## src/rtl/vmul_pkg.sv

```systemverilog
// Shared types and helpers for the vector multiplier operand sequencer.
// Covers the element size encoding, the data widths and the per-slot tag record.
package vmul_pkg;

  typedef enum logic [1:0] {
    SEW8    = 2'b00,
    SEW16   = 2'b01,
    SEW32   = 2'b10,
    SEW_ILL = 2'b11
  } sew_e;

  localparam int BYTE_W  = 8;
  localparam int WORD_W  = 32;
  localparam int SHIFT_W = 3;

  typedef struct packed {
    logic [SHIFT_W-1:0] shift;
    logic [1:0]         elem;
    logic               a_top;
    logic               b_top;
  } slot_meta_t;

  // Beats per operation equals element size in bytes; an illegal SEW issues one error beat.
  function automatic logic [2:0] sew_beats(sew_e sew);
    case (sew)
      SEW8:    return 3'd1;
      SEW16:   return 3'd2;
      SEW32:   return 3'd4;
      default: return 3'd1;
    endcase
  endfunction

endpackage

```

## src/rtl/vmul_operand_sequencer_if.sv

```systemverilog
// Operand-in / slot-beat-out bus of the operand sequencer.
// The master is the operand source and beat consumer; the slave is the sequencer itself.
interface vmul_operand_sequencer_if #(parameter int NUM_LANES = 2);

  localparam int NUM_SLOTS = NUM_LANES * 4;

  logic                   in_valid;
  logic                   in_ready;
  logic [NUM_LANES*32-1:0] in_a;
  logic [NUM_LANES*32-1:0] in_b;
  logic [1:0]             in_sew;

  logic                   out_valid;
  logic                   out_ready;
  logic [NUM_SLOTS*8-1:0] out_a;
  logic [NUM_SLOTS*8-1:0] out_b;
  logic [NUM_SLOTS*3-1:0] out_shift;
  logic [NUM_SLOTS*2-1:0] out_elem;
  logic [NUM_SLOTS-1:0]   out_a_top;
  logic [NUM_SLOTS-1:0]   out_b_top;
  logic [1:0]             out_beat;
  logic                   out_last;
  logic                   out_err;

  modport master (
    output in_valid, in_a, in_b, in_sew, out_ready,
    input  in_ready, out_valid, out_a, out_b, out_shift, out_elem,
           out_a_top, out_b_top, out_beat, out_last, out_err
  );

  modport slave (
    input  in_valid, in_a, in_b, in_sew, out_ready,
    output in_ready, out_valid, out_a, out_b, out_shift, out_elem,
           out_a_top, out_b_top, out_beat, out_last, out_err
  );

endinterface

```

## src/rtl/vmul_slot_map.sv

```systemverilog
// Maps (element size, beat, local slot) to the partial-product byte pair it computes.
// The same mapping serves every word, so one instance per local slot position suffices.
module vmul_slot_map
  import vmul_pkg::*;
(
  input  sew_e       i_sew,
  input  logic [1:0] i_beat,
  input  logic [1:0] i_m,
  output logic [1:0] o_i,
  output logic [1:0] o_j,
  output logic [1:0] o_e,
  output logic [1:0] o_a_idx,
  output logic [1:0] o_b_idx
);

  // With k in {1,2,4}, q/(k*k) and q%(k*k) reduce to bit slices of q = {beat, m}.
  always_comb begin
    // NOTE: every output gets a default first so no path through the case infers a latch.
    o_i     = '0;
    o_j     = '0;
    o_e     = '0;
    o_a_idx = '0;
    o_b_idx = '0;
    case (i_sew)
      SEW8: begin
        o_e     = i_m;
        o_a_idx = i_m;
        o_b_idx = i_m;
      end
      SEW16: begin
        o_i     = {1'b0, i_m[1]};
        o_j     = {1'b0, i_m[0]};
        o_e     = {1'b0, i_beat[0]};
        o_a_idx = {i_beat[0], i_m[1]};
        o_b_idx = {i_beat[0], i_m[0]};
      end
      SEW32: begin
        o_i     = i_beat;
        o_j     = i_m;
        o_a_idx = i_beat;
        o_b_idx = i_m;
      end
      default: ;
    endcase
  end

endmodule

```

## src/rtl/vmul_operand_sequencer.sv

```systemverilog
// Splits NUM_LANES operand word pairs into byte partial products over 1, 2 or 4 beats,
// tagging each 8-bit multiplier slot with shift, element and sign-position metadata.
module vmul_operand_sequencer
  import vmul_pkg::*;
#(
  parameter int NUM_LANES = 2
) (
  input logic                     clk,
  input logic                     reset,
  vmul_operand_sequencer_if.slave bus
);

  localparam int NUM_SLOTS = NUM_LANES * 4;

  typedef enum logic {IDLE, ISSUE} state_e;

  state_e                    r_state, w_state_nxt;
  logic [1:0]                r_beat, w_beat_nxt;
  sew_e                      r_sew, w_sel_sew;
  logic [NUM_LANES*32-1:0]   r_a, r_b, w_sel_a, w_sel_b;
  logic                      w_accept, w_fire, w_load, w_valid_nxt;

  logic                      r_out_valid, r_out_last, r_out_err;
  logic [1:0]                r_out_beat;
  logic [NUM_SLOTS*8-1:0]    r_out_a, r_out_b, w_a_nxt, w_b_nxt;
  logic [NUM_SLOTS*3-1:0]    r_out_shift, w_shift_nxt;
  logic [NUM_SLOTS*2-1:0]    r_out_elem, w_elem_nxt;
  logic [NUM_SLOTS-1:0]      r_out_a_top, r_out_b_top, w_a_top_nxt, w_b_top_nxt;
  logic                      w_last_nxt;
  logic [1:0]                w_kmax;
  logic [1:0]                w_i [4];
  logic [1:0]                w_j [4];
  logic [1:0]                w_e [4];
  logic [1:0]                w_a_idx [4];
  logic [1:0]                w_b_idx [4];

  assign bus.in_ready = !reset && (!r_out_valid || (bus.out_ready && r_out_last));
  assign w_accept     = bus.in_valid && bus.in_ready;
  assign w_fire       = r_out_valid && bus.out_ready;

  // A beat loaded in the accept cycle reads the incoming operands directly.
  assign w_sel_sew = w_accept ? sew_e'(bus.in_sew) : r_sew;
  assign w_sel_a   = w_accept ? bus.in_a : r_a;
  assign w_sel_b   = w_accept ? bus.in_b : r_b;

  always_comb begin
    w_state_nxt = r_state;
    w_beat_nxt  = r_beat;
    w_valid_nxt = r_out_valid;
    w_load      = 1'b0;
    if (w_accept) begin
      w_state_nxt = ISSUE;
      w_beat_nxt  = 2'd0;
      w_valid_nxt = 1'b1;
      w_load      = 1'b1;
    end else if (r_state == ISSUE && w_fire) begin
      if (r_out_last) begin
        w_state_nxt = IDLE;
        w_beat_nxt  = 2'd0;
        w_valid_nxt = 1'b0;
      end else begin
        w_beat_nxt  = r_beat + 2'd1;
        w_load      = 1'b1;
      end
    end
  end

  for (genvar m = 0; m < 4; m++) begin : g_map
    vmul_slot_map u_map (
      .i_sew   (w_sel_sew),
      .i_beat  (w_beat_nxt),
      .i_m     (2'(m)),
      .o_i     (w_i[m]),
      .o_j     (w_j[m]),
      .o_e     (w_e[m]),
      .o_a_idx (w_a_idx[m]),
      .o_b_idx (w_b_idx[m])
    );
  end

  assign w_kmax     = 2'(sew_beats(w_sel_sew) - 3'd1);
  assign w_last_nxt = ({1'b0, w_beat_nxt} == sew_beats(w_sel_sew) - 3'd1);

  always_comb begin
    slot_meta_t meta;
    w_a_nxt     = '0;
    w_b_nxt     = '0;
    w_shift_nxt = '0;
    w_elem_nxt  = '0;
    w_a_top_nxt = '0;
    w_b_top_nxt = '0;
    for (int s = 0; s < NUM_SLOTS; s++) begin
      meta = '0;
      if (w_sel_sew != SEW_ILL) begin
        w_a_nxt[BYTE_W*s +: BYTE_W] =
          w_sel_a[WORD_W*(s/4) + BYTE_W*int'(w_a_idx[s%4]) +: BYTE_W];
        w_b_nxt[BYTE_W*s +: BYTE_W] =
          w_sel_b[WORD_W*(s/4) + BYTE_W*int'(w_b_idx[s%4]) +: BYTE_W];
        meta.shift = SHIFT_W'(w_i[s%4]) + SHIFT_W'(w_j[s%4]);
        meta.elem  = w_e[s%4];
        meta.a_top = (w_i[s%4] == w_kmax);
        meta.b_top = (w_j[s%4] == w_kmax);
      end
      w_shift_nxt[SHIFT_W*s +: SHIFT_W] = meta.shift;
      w_elem_nxt[2*s +: 2]              = meta.elem;
      w_a_top_nxt[s]                    = meta.a_top;
      w_b_top_nxt[s]                    = meta.b_top;
    end
  end

  always_ff @(posedge clk) begin
    // NOTE: all state updates use non-blocking assignments so every register samples pre-edge values.
    if (reset) begin
      r_state     <= IDLE;
      r_beat      <= '0;
      r_out_valid <= 1'b0;
      r_out_last  <= 1'b0;
      r_out_err   <= 1'b0;
      r_out_beat  <= '0;
      r_out_a     <= '0;
      r_out_b     <= '0;
      r_out_shift <= '0;
      r_out_elem  <= '0;
      r_out_a_top <= '0;
      r_out_b_top <= '0;
    end else begin
      r_state     <= w_state_nxt;
      r_beat      <= w_beat_nxt;
      r_out_valid <= w_valid_nxt;
      if (w_load) begin
        r_out_last  <= w_last_nxt;
        r_out_err   <= (w_sel_sew == SEW_ILL);
        r_out_beat  <= w_beat_nxt;
        r_out_a     <= w_a_nxt;
        r_out_b     <= w_b_nxt;
        r_out_shift <= w_shift_nxt;
        r_out_elem  <= w_elem_nxt;
        r_out_a_top <= w_a_top_nxt;
        r_out_b_top <= w_b_top_nxt;
      end
    end
  end

  // NOTE: operand registers need no reset; they are only read after an accept has loaded them.
  always_ff @(posedge clk) begin
    if (w_accept) begin
      r_sew <= sew_e'(bus.in_sew);
      r_a   <= bus.in_a;
      r_b   <= bus.in_b;
    end
  end

  assign bus.out_valid = r_out_valid;
  assign bus.out_last  = r_out_last;
  assign bus.out_err   = r_out_err;
  assign bus.out_beat  = r_out_beat;
  assign bus.out_a     = r_out_a;
  assign bus.out_b     = r_out_b;
  assign bus.out_shift = r_out_shift;
  assign bus.out_elem  = r_out_elem;
  assign bus.out_a_top = r_out_a_top;
  assign bus.out_b_top = r_out_b_top;

endmodule

```

## src/flat_wrapper.sv

```systemverilog
// flat-port wrapper written by rule: the top's interface ports become plain ports
module vmul_operand_sequencer_flat import vmul_pkg::*;
#(
  parameter int NUM_LANES = 2
)
  (clk, reset, bus_in_valid, bus_in_a, bus_in_b, bus_in_sew, bus_out_ready, bus_in_ready, bus_out_valid, bus_out_a, bus_out_b, bus_out_shift, bus_out_elem, bus_out_a_top, bus_out_b_top, bus_out_beat, bus_out_last, bus_out_err);
  vmul_operand_sequencer_if #(.NUM_LANES(NUM_LANES)) bus_i ();
  input logic clk;
  input logic reset;
  input wire logic [$bits(bus_i.in_valid)-1:0] bus_in_valid;
  input wire logic [$bits(bus_i.in_a)-1:0] bus_in_a;
  input wire logic [$bits(bus_i.in_b)-1:0] bus_in_b;
  input wire logic [$bits(bus_i.in_sew)-1:0] bus_in_sew;
  input wire logic [$bits(bus_i.out_ready)-1:0] bus_out_ready;
  output wire logic [$bits(bus_i.in_ready)-1:0] bus_in_ready;
  output wire logic [$bits(bus_i.out_valid)-1:0] bus_out_valid;
  output wire logic [$bits(bus_i.out_a)-1:0] bus_out_a;
  output wire logic [$bits(bus_i.out_b)-1:0] bus_out_b;
  output wire logic [$bits(bus_i.out_shift)-1:0] bus_out_shift;
  output wire logic [$bits(bus_i.out_elem)-1:0] bus_out_elem;
  output wire logic [$bits(bus_i.out_a_top)-1:0] bus_out_a_top;
  output wire logic [$bits(bus_i.out_b_top)-1:0] bus_out_b_top;
  output wire logic [$bits(bus_i.out_beat)-1:0] bus_out_beat;
  output wire logic [$bits(bus_i.out_last)-1:0] bus_out_last;
  output wire logic [$bits(bus_i.out_err)-1:0] bus_out_err;
  assign bus_i.in_valid = bus_in_valid;
  assign bus_i.in_a = bus_in_a;
  assign bus_i.in_b = bus_in_b;
  assign bus_i.in_sew = bus_in_sew;
  assign bus_i.out_ready = bus_out_ready;
  assign bus_in_ready = bus_i.in_ready;
  assign bus_out_valid = bus_i.out_valid;
  assign bus_out_a = bus_i.out_a;
  assign bus_out_b = bus_i.out_b;
  assign bus_out_shift = bus_i.out_shift;
  assign bus_out_elem = bus_i.out_elem;
  assign bus_out_a_top = bus_i.out_a_top;
  assign bus_out_b_top = bus_i.out_b_top;
  assign bus_out_beat = bus_i.out_beat;
  assign bus_out_last = bus_i.out_last;
  assign bus_out_err = bus_i.out_err;
  vmul_operand_sequencer #(.NUM_LANES(NUM_LANES)) u_core (.clk(clk), .reset(reset), .bus(bus_i));
endmodule
```

## config.mk

```make
export PLATFORM = sky130hd
export DESIGN_NAME = vmul_operand_sequencer_flat
export DESIGN_NICKNAME = d
export VERILOG_FILES = /design/src/rtl/vmul_pkg.sv /design/src/rtl/vmul_operand_sequencer_if.sv /design/src/rtl/vmul_slot_map.sv /design/src/rtl/vmul_operand_sequencer.sv /design/src/flat_wrapper.sv
export SDC_FILE = /design/constraint.sdc
export NUM_CORES = 1
export LEC_CHECK = 0
export CORE_MARGIN = 2
export CORE_UTILIZATION = 52
export CTS_BUF_LIST = sky130_fd_sc_hd__clkbuf_16
export CTS_CLUSTER_DIAMETER = 30
export DETAILED_ROUTE_END_ITERATION = 10
export GPL_TIMING_DRIVEN = 0
export PLACE_DENSITY_LB_ADDON = 0.05
export SETUP_SLACK_MARGIN = 0.2
export SLEW_MARGIN = 10
export SYNTH_ARGS = -nofsm -noshare
export SYNTH_HDL_FRONTEND = slang
export SYNTH_HIERARCHICAL = 1
export SYNTH_SLANG_ARGS = --single-unit
```

## constraint.sdc

```tcl
create_clock -name clk -period 4.9 [get_ports clk]
set_input_delay 0.98 -clock clk [delete_from_list [all_inputs] [get_ports clk]]
set_output_delay 0.98 -clock clk [all_outputs]
set_load 0.005 [all_outputs]
```

## Word level (Yosys, flattened, before mapping)

Cells that the tools add are included.

| cells by class | value |
|---|---|
| eq/ne operators | 10 |
| shift-type cells | 16 |
| add/sub/neg operators | 13 |
| mux-type cells | 50 |
| reduce and logical (&&, ||, !) cells | 15 |

Operators with widths:

| cell | number |
|---|---|
| $shiftx 64x32->8 | 8 |
| $shiftx 64x6->8 | 8 |
| $mux 64 | 2 |
| $mux 8 | 16 |
| $add 6x5->7 const A | 8 |
| $pmux 2 s2 | 8 |
| $mux 7 | 3 |
| $pmux 2 s3 | 3 |
| $mux 2 | 7 |
| $eq 2x2->1 | 4 |
| $mux 1 | 8 |
| $add 2x2->3 | 2 |
| $mux 6 | 1 |
| $pmux 3 s2 | 1 |
| $logic_and 1x1->1 | 5 |
| $eq 2x2->1 const B | 2 |
| $logic_not 2->1 | 2 |
| $reduce_bool 2->1 | 2 |
| $reduce_or 2->1 | 2 |
| $add 2x1->3 | 1 |
| $eq 2x3->1 | 1 |
| $sub 3x1->3 const B | 1 |
| $add 2x1->2 const B | 1 |
| $eq 1x2->1 | 1 |
| 6 further kinds | 7 |

| storage, ports and cells | value |
|---|---|
| output and inout bits | 190 |
| flip-flop bits (word level) | 321 |

## Logic depth before layout (Yosys ltp)

| logic depth | value |
|---|---|
| depth after elaboration | 11 |
| gate-level depth with buffers | 17 |

## Modules after synthesis

Netlist, hierarchy kept.

By module, submodules not included:

| module | cells each | instances | area each (µm²) | seq. area each (µm²) |
|---|---|---|---|---|
| vmul_operand_sequencer | 1,358 | 1 | 14,271.2 | 5,865.6 |
| vmul_slot_map (u_core.g_map[0].u_map ...) | 23 | 3 | 148.9 | 0.0 |
| vmul_slot_map (u_core.g_map[3].u_map) | 23 | 1 | 166.4 | 0.0 |

## Worst setup path after synthesis

Ideal clock, no wire load.

| path | value |
|---|---|
| path kind | in2reg |
| from | input port reset |
| to | register u_core.r_out_b[25] (netlist: u_core/bus.out_b[25]) |
| buffers on the path | 5 |
| path slack | 0.696 ns |
| data required time | 4.783 ns |
| arrival time | 4.086 ns |
| setup time | 0.117 ns |
| cell stages on the path | 15 |
| cell sequence | nand2b_4 -> nor2_8 -> buf_6 -> buf_2 -> buf_2 -> mux2_2 -> inv_1 -> ha_1 -> o21ai_0 -> a21oi_1 -> nor2b_1 -> clkbuf_1 -> clkbuf_1 -> a22oi_1 -> a32o_1 |

RTL lines:

| item | line | text |
|---|---|---|
| start: declaration | flat_wrapper.sv:9 | `input logic reset;` |
| end signal: assignment | vmul_operand_sequencer.sv:135 | `r_out_b <= w_b_nxt;` |
| end: declaration | vmul_operand_sequencer.sv:25 | `logic [NUM_SLOTS*8-1:0] r_out_a, r_out_b, w_a_nxt, w_b_nxt;` |

==> flow_metrics.py <==
metrics = {
    "grt": {
        "gr-total-overflow": 0,
        "grt_pass1_wl_mm": 80.3,
        "grt_pass1_vias": 14000,
        "antenna_found_initial": 3,
        "gr-usage-all-layers_pct": 34.5,
        "grt_max_degree": 16,
    },
    "yosys": {
        "syn-cell-area_sq_um": 14900,
        "ys_warn_count": 6,
        "synth-edff-count": 0,
        "syn_avg_cell_area_sq_um": 10.3,
        "async_reset_ff_share_pct": 0,
        "synthCells": 1450,
        "ys_types": 45,
        "synth.area.top_cells": "dfxtp_1 39%, mux4_2 10%, a22oi_1 6.0%, a32o_1 4.2%, mux2i_2 4.2%",
        "ys_seq_area_share_pct": 39.4,
        "synth_top_area_share_pct": 39.4,
        "ys_seq_elements": 293,
        "synth_top_cell_by_area": "dfxtp_1",
        "yosys_most_used_dff": "dfxtp_1",
    },
    "floorplan": {
        "die_area_sq_um": 30000,
        "initial_utilization_pct": 53.1,
        "die_w_um": 173,
        "fp.dieH_um": 173,
        "coreArea_sq_um": 28000,
        "fp-row-count": 61,
        "io_pins": 324,
    },
    "critical_path": {
        "critPathRequiredTime_ns": 5.35,
        "r2r_slack_ns": 0.82,
        "worstPathArrival_ns": 5.03,
        "end_kind": "register",
        "critPathKind": "input port to register",
        "path_max_fanout": 15,
        "critPathLaunchType": "input port",
        "r2r_start": "u_core/bus.out_last",
        "reg2regPathDepth": 15,
        "timing.rr.end": "u_core/bus.out_b[30]",
    },
    "clocking": {
        "h-tree-depth": 2,
        "cts.path.max_buffers": 3,
        "clk_pin_slew_ns": 0.05,
        "tritoncts": "done",
        "clk_latency_ns": 0.57,
        "cts_buffers": 59,
        "cts.sinks": 293,
        "root_buffer": "clkbuf_16",
    },
    "timing": {
        "relSlewSlack_pct": 43.4,
        "hold_ws_ns": 0.445,
        "fmax_mhz": 218,
        "finalSetupViolCount": 0,
        "fin_ws_ns": 0.323,
        "hold_viol_final": 0,
        "drv_slew": 0,
        "fin_crit_sh_pct": 93.4,
        "skew_ns": 0.0149,
        "tightest_slew_ns": 0.849,
        "period_minus_slack_ns": 4.58,
        "rsz0062_at_grt": "true",
    },
    "min_path": {
        "min_from": "u_core/bus.out_a[60]",
        "worstHoldPathCells": 2,
        "hold_path.class": "register to register",
        "whs_endpoint": "u_core/bus.out_a[60]",
    },
    "detailed_routing": {
        "drtPass1Iterations": 6,
        "antenna_left": 0,
        "wl_per_cell_um": 23.3,
        "wirelength_mm": 53.6,
        "drc": 0,
        "vias": 14000,
        "routed_via_density": 6.08,
        "drtIter0Drc": 1760,
    },
    "power_and_ir_drop": {
        "leakage_nw": 8.34,
        "ir_drop_v": 0.000342,
        "power_density_nw_per_um2": 512,
    },
    "placement": {
        "dp_cells": 2179,
        "gp_congestion": 0.921,
        "post-dp-hpwl_mm": 37.9,
        "numPortBuffers": 323,
        "place_ws_ns": -1.25,
    },
    "cells_and_area": {
        "nNetsFinal": 2028,
        "final_cell_count_no_fill": 2296,
        "syn_to_final_growth_pct": 41.1,
        "layout-drive-gt1-share_pct": 20.2,
    },
    "outcome": {
        "status": "finished clean",
    },
    "job": {
        "cap_violations": 0,
    },
}
==> how the worst max path moves through the flow <==
stage,endpoint,cells after the start,start
final,u_core/bus.out_b[30],16,reset
after global routing,u_core/bus.out_a[5],17,reset
after global placement,u_core/bus.out_a[11],16,bus_out_ready
after detailed placement,u_core/bus.out_b[30],16,bus_out_ready
after floorplan,u_core/bus.out_b[25],15,reset
after CTS,u_core/bus.out_b[30],16,reset
==> metrics by stage <==
| step | cell area (sq um) | utilization, % | power, mW | setup TNS [ns] |
|---|---|---|---|---|
| after floorplan | 15000 | - | 5.03 | 0 |
| after global placement | 18700 | 66.7 | 6.33 | -112.40 |
| after detailed placement | 18700 | 66.8 | 6.41 | -119.15 |
| after CTS | 20900 | 74.7 | 10.6 | 0 |
| after global routing | 21000 | 75.0 | 11.1 | 0 |
| final | 21000 | 75.0 | 10.7 | 0 |
==> metal layers <==
metal | GRT usage, % | wire, um | vias up
met5 | 0 | 13 | -
met4 | 16.3 | 2450 | 2
met3 | 7.94 | 5510 | 184
met2 | 56.9 | 24900 | 913
met1 | 42.8 | 20700 | 6669
li1 | - | - | 6198
==> power breakdown <==
| part | switching [mW] | internal, mW |
|---|---|---|
| clock | 1.34 | 2.82 |
| sequential | 0.311 | 2.88 |
| combinational | 1.76 | 1.63 |
| total | 3.41 | 7.34 |
==> layout make-up <==
cell class                 count  area, sq um
clock buffer                  61         1530
sequential                   293         5870
fill                        2030         7010
clock inverter                49          561
multi-input combinational    934         8010
buffer                       137          860
inverter                     113          424
tap                          378          473
timing repair buffer         329         3280
antenna                        2         5.00
==> critical path: stages <==
cell and delay, ns:
clkdlybuf4s50_1 0.52, nand2b_4 0.23, nor2_8 0.17, buf_6 0.19
clkbuf_4 0.26, buf_4 0.27, mux2_4 0.42, inv_1 0.13
ha_2 0.25, o21ai_0 0.12, a21oi_2 0.32, nor2b_1 0.17
clkbuf_2 0.25, clkbuf_4 0.30, a22oi_1 0.13, a32o_1 0.29
==> synthesized netlist by cell type (8+ instances only) <==
| cell type | instances |
|---|---|
| o21ai_1 | 45 |
| dfxtp_1 | 293 |
| nor3b_1 | 25 |
| buf_6 | 13 |
| a22oi_1 | 118 |
| mux2i_1 | 41 |
| and2_1 | 9 |
| buf_4 | 32 |
| o21ai_0 | 25 |
| xnor2_1 | 10 |
| mux2i_2 | 45 |
| nor2b_1 | 13 |
| ha_1 | 23 |
| a21oi_1 | 44 |
| a221o_1 | 44 |
| nand2_1 | 97 |
| clkbuf_1 | 68 |
| buf_2 | 16 |
| mux2_2 | 47 |
| nor2_1 | 111 |
| a22o_1 | 9 |
| inv_1 | 113 |
| o221ai_1 | 20 |
| a32o_1 | 63 |
| mux4_2 | 68 |
| xor2_1 | 8 |
==> sequential cells by signal (all words and copies together) (netlist names) <==
| signal | count |
|---|---|
| u_core/bus.out_a | 64 |
| u_core/bus.out_a_top | 4 |
| u_core/bus.out_b | 64 |
| u_core/bus.out_b_top | 4 |
| u_core/bus.out_beat | 2 |
| u_core/bus.out_elem | 8 |
| u_core/bus.out_err | 1 |
| u_core/bus.out_last | 1 |
| u_core/bus.out_shift | 12 |
| u_core/bus.out_valid | 1 |
| u_core/r_a | 64 |
| u_core/r_b | 64 |
| u_core/r_beat | 2 |
| u_core/r_sew | 2 |
==> cell families after synthesis <==
group	share of synthesized area, %
XOR/XNOR	1.06
multiplexers	20.8
AND/OR/NAND/NOR	8.23
buffers and inverters	8.05
adder cells (fa/ha/maj)	2.47
flip-flops	39.4
other	0.0505
AO/OA/AOI/OAI	20.0
==> placed cells by master, fill, tap and decap left out, types with 21 or more instances in the layout <==
cell type	n
clkdlybuf4s50_1	322
dfxtp_1	293
inv_1	121
a22oi_1	118
nor2_1	101
nand2_1	97
mux4_2	68
a32o_1	63
clkbuf_16	61
o21ai_1	46
mux2_2	45
mux2i_2	45
a221o_1	44
buf_4	41
mux2i_1	41
a21oi_1	40
clkbuf_1	33
conb_1	29
o21ai_0	24
nor3b_1	23
ha_1	22
clkbuf_2	21
==> repair_timing <==
item	CTS	global route
pin swaps	1	3
endpoints found under the setup margin	125	125
buffers inserted	1	4
hold buffers	0	0
resized for setup	66	19
Power figures use the tool's default switching activity.
